===== src/rtl/vga_timing_gen_if.sv =====
// Raster bus between the timing generator and the draw stages.
// The generator drives it through the out modport; draw stages read it through in.
interface vga_if;
    logic [10:0] hcount;
    logic [10:0] vcount;
    logic        hsync;
    logic        vsync;
    logic        hblnk;
    logic        vblnk;
    logic [11:0] rgb;

    modport out (output hcount, vcount, hsync, vsync, hblnk, vblnk, rgb);
    modport in  (input  hcount, vcount, hsync, vsync, hblnk, vblnk, rgb);
endinterface


===== src/rtl/vga_timing_gen.sv =====
// Free-running VGA raster timing generator (default 800x600@60, 40 MHz pixel clock).
// The sync and blank strobes are registered from the next-state counters, so they line up with hcount/vcount.
module vga_timing_gen #(
    parameter int   H_VISIBLE = 800,
    parameter int   H_FP      = 40,
    parameter int   H_SYNC    = 128,
    parameter int   H_BP      = 88,
    parameter int   V_VISIBLE = 600,
    parameter int   V_FP      = 1,
    parameter int   V_SYNC    = 4,
    parameter int   V_BP      = 23,
    parameter logic SYNC_POL  = 1'b1
) (
    input  logic clk,
    input  logic rst,
    vga_if.out   out
);
    localparam int H_TOTAL = H_VISIBLE + H_FP + H_SYNC + H_BP;
    localparam int V_TOTAL = V_VISIBLE + V_FP + V_SYNC + V_BP;

    localparam logic [10:0] H_LAST  = 11'(H_TOTAL - 1);
    localparam logic [10:0] V_LAST  = 11'(V_TOTAL - 1);
    localparam logic [10:0] H_VIS   = 11'(H_VISIBLE);
    localparam logic [10:0] V_VIS   = 11'(V_VISIBLE);
    localparam logic [10:0] HS_FRST = 11'(H_VISIBLE + H_FP);
    localparam logic [10:0] HS_LAST = 11'(H_VISIBLE + H_FP + H_SYNC - 1);
    localparam logic [10:0] VS_FRST = 11'(V_VISIBLE + V_FP);
    localparam logic [10:0] VS_LAST = 11'(V_VISIBLE + V_FP + V_SYNC - 1);

    logic [10:0] hcnt_q, hcnt_d;
    logic [10:0] vcnt_q, vcnt_d;
    logic        hsync_q, hsync_d;
    logic        vsync_q, vsync_d;
    logic        hblnk_q, hblnk_d;
    logic        vblnk_q, vblnk_d;

    always_comb begin
        hcnt_d = hcnt_q + 11'd1;
        vcnt_d = vcnt_q;
        if (hcnt_q == H_LAST) begin
            hcnt_d = 11'd0;
            vcnt_d = (vcnt_q == V_LAST) ? 11'd0 : vcnt_q + 11'd1;
        end
    end

    // Strobes decode the counter values that will be visible next cycle.
    always_comb begin
        hblnk_d = (hcnt_d >= H_VIS);
        vblnk_d = (vcnt_d >= V_VIS);
        hsync_d = ((hcnt_d >= HS_FRST) && (hcnt_d <= HS_LAST)) ? SYNC_POL : ~SYNC_POL;
        vsync_d = ((vcnt_d >= VS_FRST) && (vcnt_d <= VS_LAST)) ? SYNC_POL : ~SYNC_POL;
    end

    // rst is asserted asynchronously and expected to be released in step with clk.
    always_ff @(posedge clk or posedge rst) begin
        if (rst) begin
            hcnt_q  <= 11'd0;
            vcnt_q  <= 11'd0;
            hsync_q <= ~SYNC_POL;
            vsync_q <= ~SYNC_POL;
            hblnk_q <= 1'b0;
            vblnk_q <= 1'b0;
        end else begin
            hcnt_q  <= hcnt_d;
            vcnt_q  <= vcnt_d;
            hsync_q <= hsync_d;
            vsync_q <= vsync_d;
            hblnk_q <= hblnk_d;
            vblnk_q <= vblnk_d;
        end
    end

    assign out.hcount = hcnt_q;
    assign out.vcount = vcnt_q;
    assign out.hsync  = hsync_q;
    assign out.vsync  = vsync_q;
    assign out.hblnk  = hblnk_q;
    assign out.vblnk  = vblnk_q;
    assign out.rgb    = 12'h000;
endmodule


===== src/flat_wrapper.sv =====
// flat-port wrapper written by rule: the top's interface ports become plain ports
module vga_timing_gen_flat 
#(
    parameter int   H_VISIBLE = 800,
    parameter int   H_FP      = 40,
    parameter int   H_SYNC    = 128,
    parameter int   H_BP      = 88,
    parameter int   V_VISIBLE = 600,
    parameter int   V_FP      = 1,
    parameter int   V_SYNC    = 4,
    parameter int   V_BP      = 23,
    parameter logic SYNC_POL  = 1'b1
)
  (clk, rst, out_hcount, out_vcount, out_hsync, out_vsync, out_hblnk, out_vblnk, out_rgb);
  vga_if out_i ();
  input  logic clk;
  input  logic rst;
  output wire logic [$bits(out_i.hcount)-1:0] out_hcount;
  output wire logic [$bits(out_i.vcount)-1:0] out_vcount;
  output wire logic [$bits(out_i.hsync)-1:0] out_hsync;
  output wire logic [$bits(out_i.vsync)-1:0] out_vsync;
  output wire logic [$bits(out_i.hblnk)-1:0] out_hblnk;
  output wire logic [$bits(out_i.vblnk)-1:0] out_vblnk;
  output wire logic [$bits(out_i.rgb)-1:0] out_rgb;
  assign out_hcount = out_i.hcount;
  assign out_vcount = out_i.vcount;
  assign out_hsync = out_i.hsync;
  assign out_vsync = out_i.vsync;
  assign out_hblnk = out_i.hblnk;
  assign out_vblnk = out_i.vblnk;
  assign out_rgb = out_i.rgb;
  vga_timing_gen #(.H_VISIBLE(H_VISIBLE), .H_FP(H_FP), .H_SYNC(H_SYNC), .H_BP(H_BP), .V_VISIBLE(V_VISIBLE), .V_FP(V_FP), .V_SYNC(V_SYNC), .V_BP(V_BP), .SYNC_POL(SYNC_POL)) u_core (.clk(clk), .rst(rst), .out(out_i));
endmodule

===== config.mk =====
export PLATFORM = sky130hd
export DESIGN_NAME = vga_timing_gen_flat
export DESIGN_NICKNAME = d
export VERILOG_FILES = /design/src/rtl/vga_timing_gen_if.sv /design/src/rtl/vga_timing_gen.sv /design/src/flat_wrapper.sv
export SDC_FILE = /design/constraint.sdc
export NUM_CORES = 1
export LEC_CHECK = 0
export ABC_AREA = 1
export BUFFER_PORTS_ARGS = -buffer_cell sky130_fd_sc_hd__buf_2
export CAP_MARGIN = 20
export CORE_ASPECT_RATIO = 1.25
export CORE_MARGIN = 2
export CORE_UTILIZATION = 54
export CTS_BUF_LIST = sky130_fd_sc_hd__clkbuf_8 sky130_fd_sc_hd__clkbuf_16
export DETAILED_ROUTE_END_ITERATION = 8
export PLACE_DENSITY = 0.81
export SLEW_MARGIN = 20
export SYNTH_ARGS = -nofsm -noshare
export SYNTH_HDL_FRONTEND = slang
export SYNTH_SLANG_ARGS = --single-unit

===== constraint.sdc =====
create_clock -name clk -period 1.9 [get_ports clk]
set_clock_uncertainty 0.05 [all_clocks]
set_input_delay 0.095 -clock clk [delete_from_list [all_inputs] [get_ports clk]]
set_output_delay 0.095 -clock clk [all_outputs]
set_load 0.01 [all_outputs]

==> impl_metrics.csv <==
group,metric,value,unit
floorplanning,core_area,3190,µm²
floorplanning,io_pins,40,
timing,period_needed,1.90,ns
layout,area_growth,25.2,%
timing,slew_violations,0,
global_route,antenna_found_initial,0,
yosys,synth.distinct_cells,31,
timing,rsz0062_at_grt,"true",
routing,via_per_inst,5.15,
timing,hold_violations,0,
global_route,grtUsageTotal,0.220,
worst_hold_path,min_path_type,"primary input to asynchronous set/reset pin",
yosys,avgSynthCellArea,7.64,µm²
setup_path,slowest_stage,"dfrtp_1",
layout,num-fill-cells,253,
cts,cts_tree,"built",
yosys,seq_area_frac_synth,0.359,
place,dpl_worst_slack,0.0115,ns
setup_path,worstSetupPathType,"flip-flop to flip-flop",
routing,detail_route.first_pass.iterations,4,
power,p_leak,0.00121,µW
yosys,synth-seq-cells,26,
layout,most-common-layout-cells,"nand2_1, inv_1, buf_2",
place,gp_congestion,0.875,
routing,vias,1667,
status,status,"finished with violations",
routing,drt-wirelength-per-cell,13.2,µm
place,portBuffers,27,
setup_path,critPathMaxStageDelay,0.41,ns
power,powerDensity,417,nW/µm²
routing,ant_nets,0,
timing,final-setup-viol-count,1,
yosys,synth_area,1810,µm²
floorplanning,row_count,23,
cts,root_buffer,"clkbuf_8",
cts,cts_buffer_depth,2,
setup_path,worstPathRequired,2.05,ns
cts,insertion_delay,0.27,ns
setup_path,crit_fanout,3,
job,maxCapViolCount,0,
power,ir_drop,0.496,mV
routing,drt-total-wl,4.26,mm
floorplanning,initial_utilization,0.567,
timing,fin_tns_setup,-0.00190,ns
floorplanning,die_height,68.7,µm
cts,cts_inserted_buffers,3,
setup_path,r2r-start,"u_core.out.hcount[1]$_DFF_PP0_",
setup_path,cp_num_buf_inv,1,
place,dpl.hpwl,2.94,mm
layout,multi_input_area,1060,µm²
status,failed_checks,"setup timing",
yosys,syn_inst,237,
layout,regArea,652,µm²
cts,clkTransAtPathRegs,0.09,ns
floorplanning,die_x,55.8,µm
timing,max_freq,526,MHz
layout,diodes,0,
layout,nets,293,
global_route,grt_pass1_wl,6.47,mm
routing,drtIter0Drc,30,
setup_path,worstSetupStartpointType,"flip-flop",
global_route,grt_max_degree,27,
timing,fin_crit_sh,1.00,
layout,drive_above_1_share,0.366,
power,p_total,945,µW
setup_path,reg2regPathDepth,9,
cts,cts_sinks,26,
global_route,grt.overflow.total,0,
layout,final_common_cell,"nand2_1",
setup_path,path_cells,"ha_4, nand3_4, inv_4, nand3_4, nor3_4, nand3_2, xor2_2, nand3_2, nor3_2",
setup_path,cp-end-kind,"flip-flop",
timing,worst_slack,-0.00190,ns
setup_path,cp.arrival,2.06,ns
setup_path,worst_r2r_endpoint,"u_core.out.hsync$_DFF_PP0_",
routing,drc_errors,0,
floorplanning,fp.dieArea,3830,µm²
setup_path,cp_top_family,"simple AND/OR/NAND/NOR gates",
yosys,yosysWarnings,0,
setup_path,reg2reg_slack,-0.002,ns
cts,htreeDepth,1,
global_route,grt_pass1_vias,1514,
-- synth_stat cells --
cell type / instances / area [µm²]
nand4_1: 5 / 31.3
nor2_4: 3 / 33.8
a21oi_4: 1 / 16.3
o21ai_2: 2 / 17.5
nand4_2: 1 / 12.5
nor3_2: 3 / 30.0
inv_1: 32 / 120
nor3b_2: 1 / 12.5
nor2_2: 5 / 31.3
clkinv_1: 1 / 3.75
nand2_2: 7 / 43.8
nor3_1: 2 / 10.0
ha_1: 3 / 37.5
inv_4: 1 / 6.26
o21ai_1: 2 / 10.0
nand3_2: 6 / 60.1
nor4_1: 1 / 6.26
nand3_1: 25 / 125
nand2_4: 1 / 11.3
o22ai_1: 1 / 6.26
inv_2: 5 / 18.8
xor2_1: 7 / 61.3
nand2_1: 52 / 195
dfrtp_1: 26 / 651
conb_1: 1 / 3.75
o21ai_0: 2 / 10.0
buf_12: 1 / 20.0
nor2_1: 24 / 90.1
nand3_4: 2 / 35.0
a21oi_1: 2 / 10.0
buf_4: 12 / 90.1
-- power by group --
| part | leakage, µW | switching [µW] | total, µW | internal (µW) |
|---|---|---|---|---|
| clock | 0.0000288 | 181 | 366 | 186 |
| combinational | 0.000838 | 22.1 | 25.7 | 3.58 |
| sequential | 0.000347 | 0 | 553 | 553 |
| total | 0.00121 | 203 | 945 | 742 |
-- sequential cells by signal (all words and copies together) (netlist names) --
| name | count |
|---|---|
| u_core.out.hcount | 11 |
| u_core.out.vblnk | 1 |
| u_core.out.vsync | 1 |
| u_core.out.vcount | 11 |
| u_core.out.hsync | 1 |
| u_core.out.hblnk | 1 |
-- per-stage QoR --
stage / hold slack (ns) / utilization / instances / cell area, µm²
after global placement: 0.112 / 0.633 / 312 / 2020
after floorplan: 0.0850 / - / 248 / 1850
after CTS: 0.361 / 0.655 / 317 / 2090
after detailed placement: 0.118 / 0.633 / 312 / 2020
after global routing: 0.418 / 0.710 / 324 / 2270
final: 0.361 / 0.710 / 324 / 2270
-- kinds of logic (layout without fill, tap and decap cells) --
kind of cell / count (synthesis) / in the layout / share of synthesized area
xor gates and xnor gates: 7 / 7 / 0.0339
DFF: 26 / 26 / 0.359
other: 1 / 12 / 0.00207
adders and majority gates: 3 / 3 / 0.0207
buffers and inverters: 52 / 90 / 0.143
and+or+nand+nor: 138 / 139 / 0.402
AOI/OAI and AO/OA: 10 / 10 / 0.0387
-- cell type report --
| cell class | count | area share |
|---|---|---|
| well taps | 37 | 0.0204 |
| multi-input cells | 171 | 0.470 |
| clock buffers | 4 | 0.0243 |
| flip-flops and latches | 26 | 0.288 |
| repair buffers | 47 | 0.127 |
| inverters | 39 | 0.0712 |
-- what timing repair did --
action	in CTS	in global routing
buffers inserted	0	6
pin swaps	0	7
hold buffers	1	0
setup endpoints to repair	1	4
resized for setup	2	26
hold endpoints to repair	26	0
cloned	0	1
-- metal layers --
metal | vias up | routed length, µm | GRT usage
met5 | - | 0 | 0
met4 | 0 | 76 | 0.101
met3 | 7 | 149 | 0.0205
met2 | 47 | 2360 | 0.439
met1 | 793 | 1680 | 0.237
li1 | 820 | - | -
-- worst reg2reg max path, stage by stage, from the launching register on --
cell	delay (ns)
dfrtp_1	0.41
ha_4	0.18
nand3_4	0.10
inv_4	0.11
nand3_4	0.08
nor3_4	0.23
nand3_2	0.12
xor2_2	0.24
nand3_2	0.13
nor3_2	0.19
-- worst max-delay path by stage --
stage | from | endpoint | slack [ns] | depth (start not counted)
floorplan | u_core.out.hcount[0]$_DFF_PP0_ | u_core.out.hblnk$_DFF_PP0_ | 0.06 | 9
detailed placement | u_core.out.hcount[0]$_DFF_PP0_ | u_core.out.vsync$_DFF_PP0_ | 0.01 | 10
CTS | u_core.out.hcount[0]$_DFF_PP0_ | u_core.out.vsync$_DFF_PP0_ | 0.004 | 12
global placement | u_core.out.hcount[0]$_DFF_PP0_ | u_core.out.vsync$_DFF_PP0_ | 0.07 | 12
finish | u_core.out.hcount[1]$_DFF_PP0_ | u_core.out.hsync$_DFF_PP0_ | -0.002 | 9
global route | u_core.out.hcount[1]$_DFF_PP0_ | u_core.out.hsync$_DFF_PP0_ | -0.12 | 9
No activity file was read; power rests on OpenSTA's default activity.
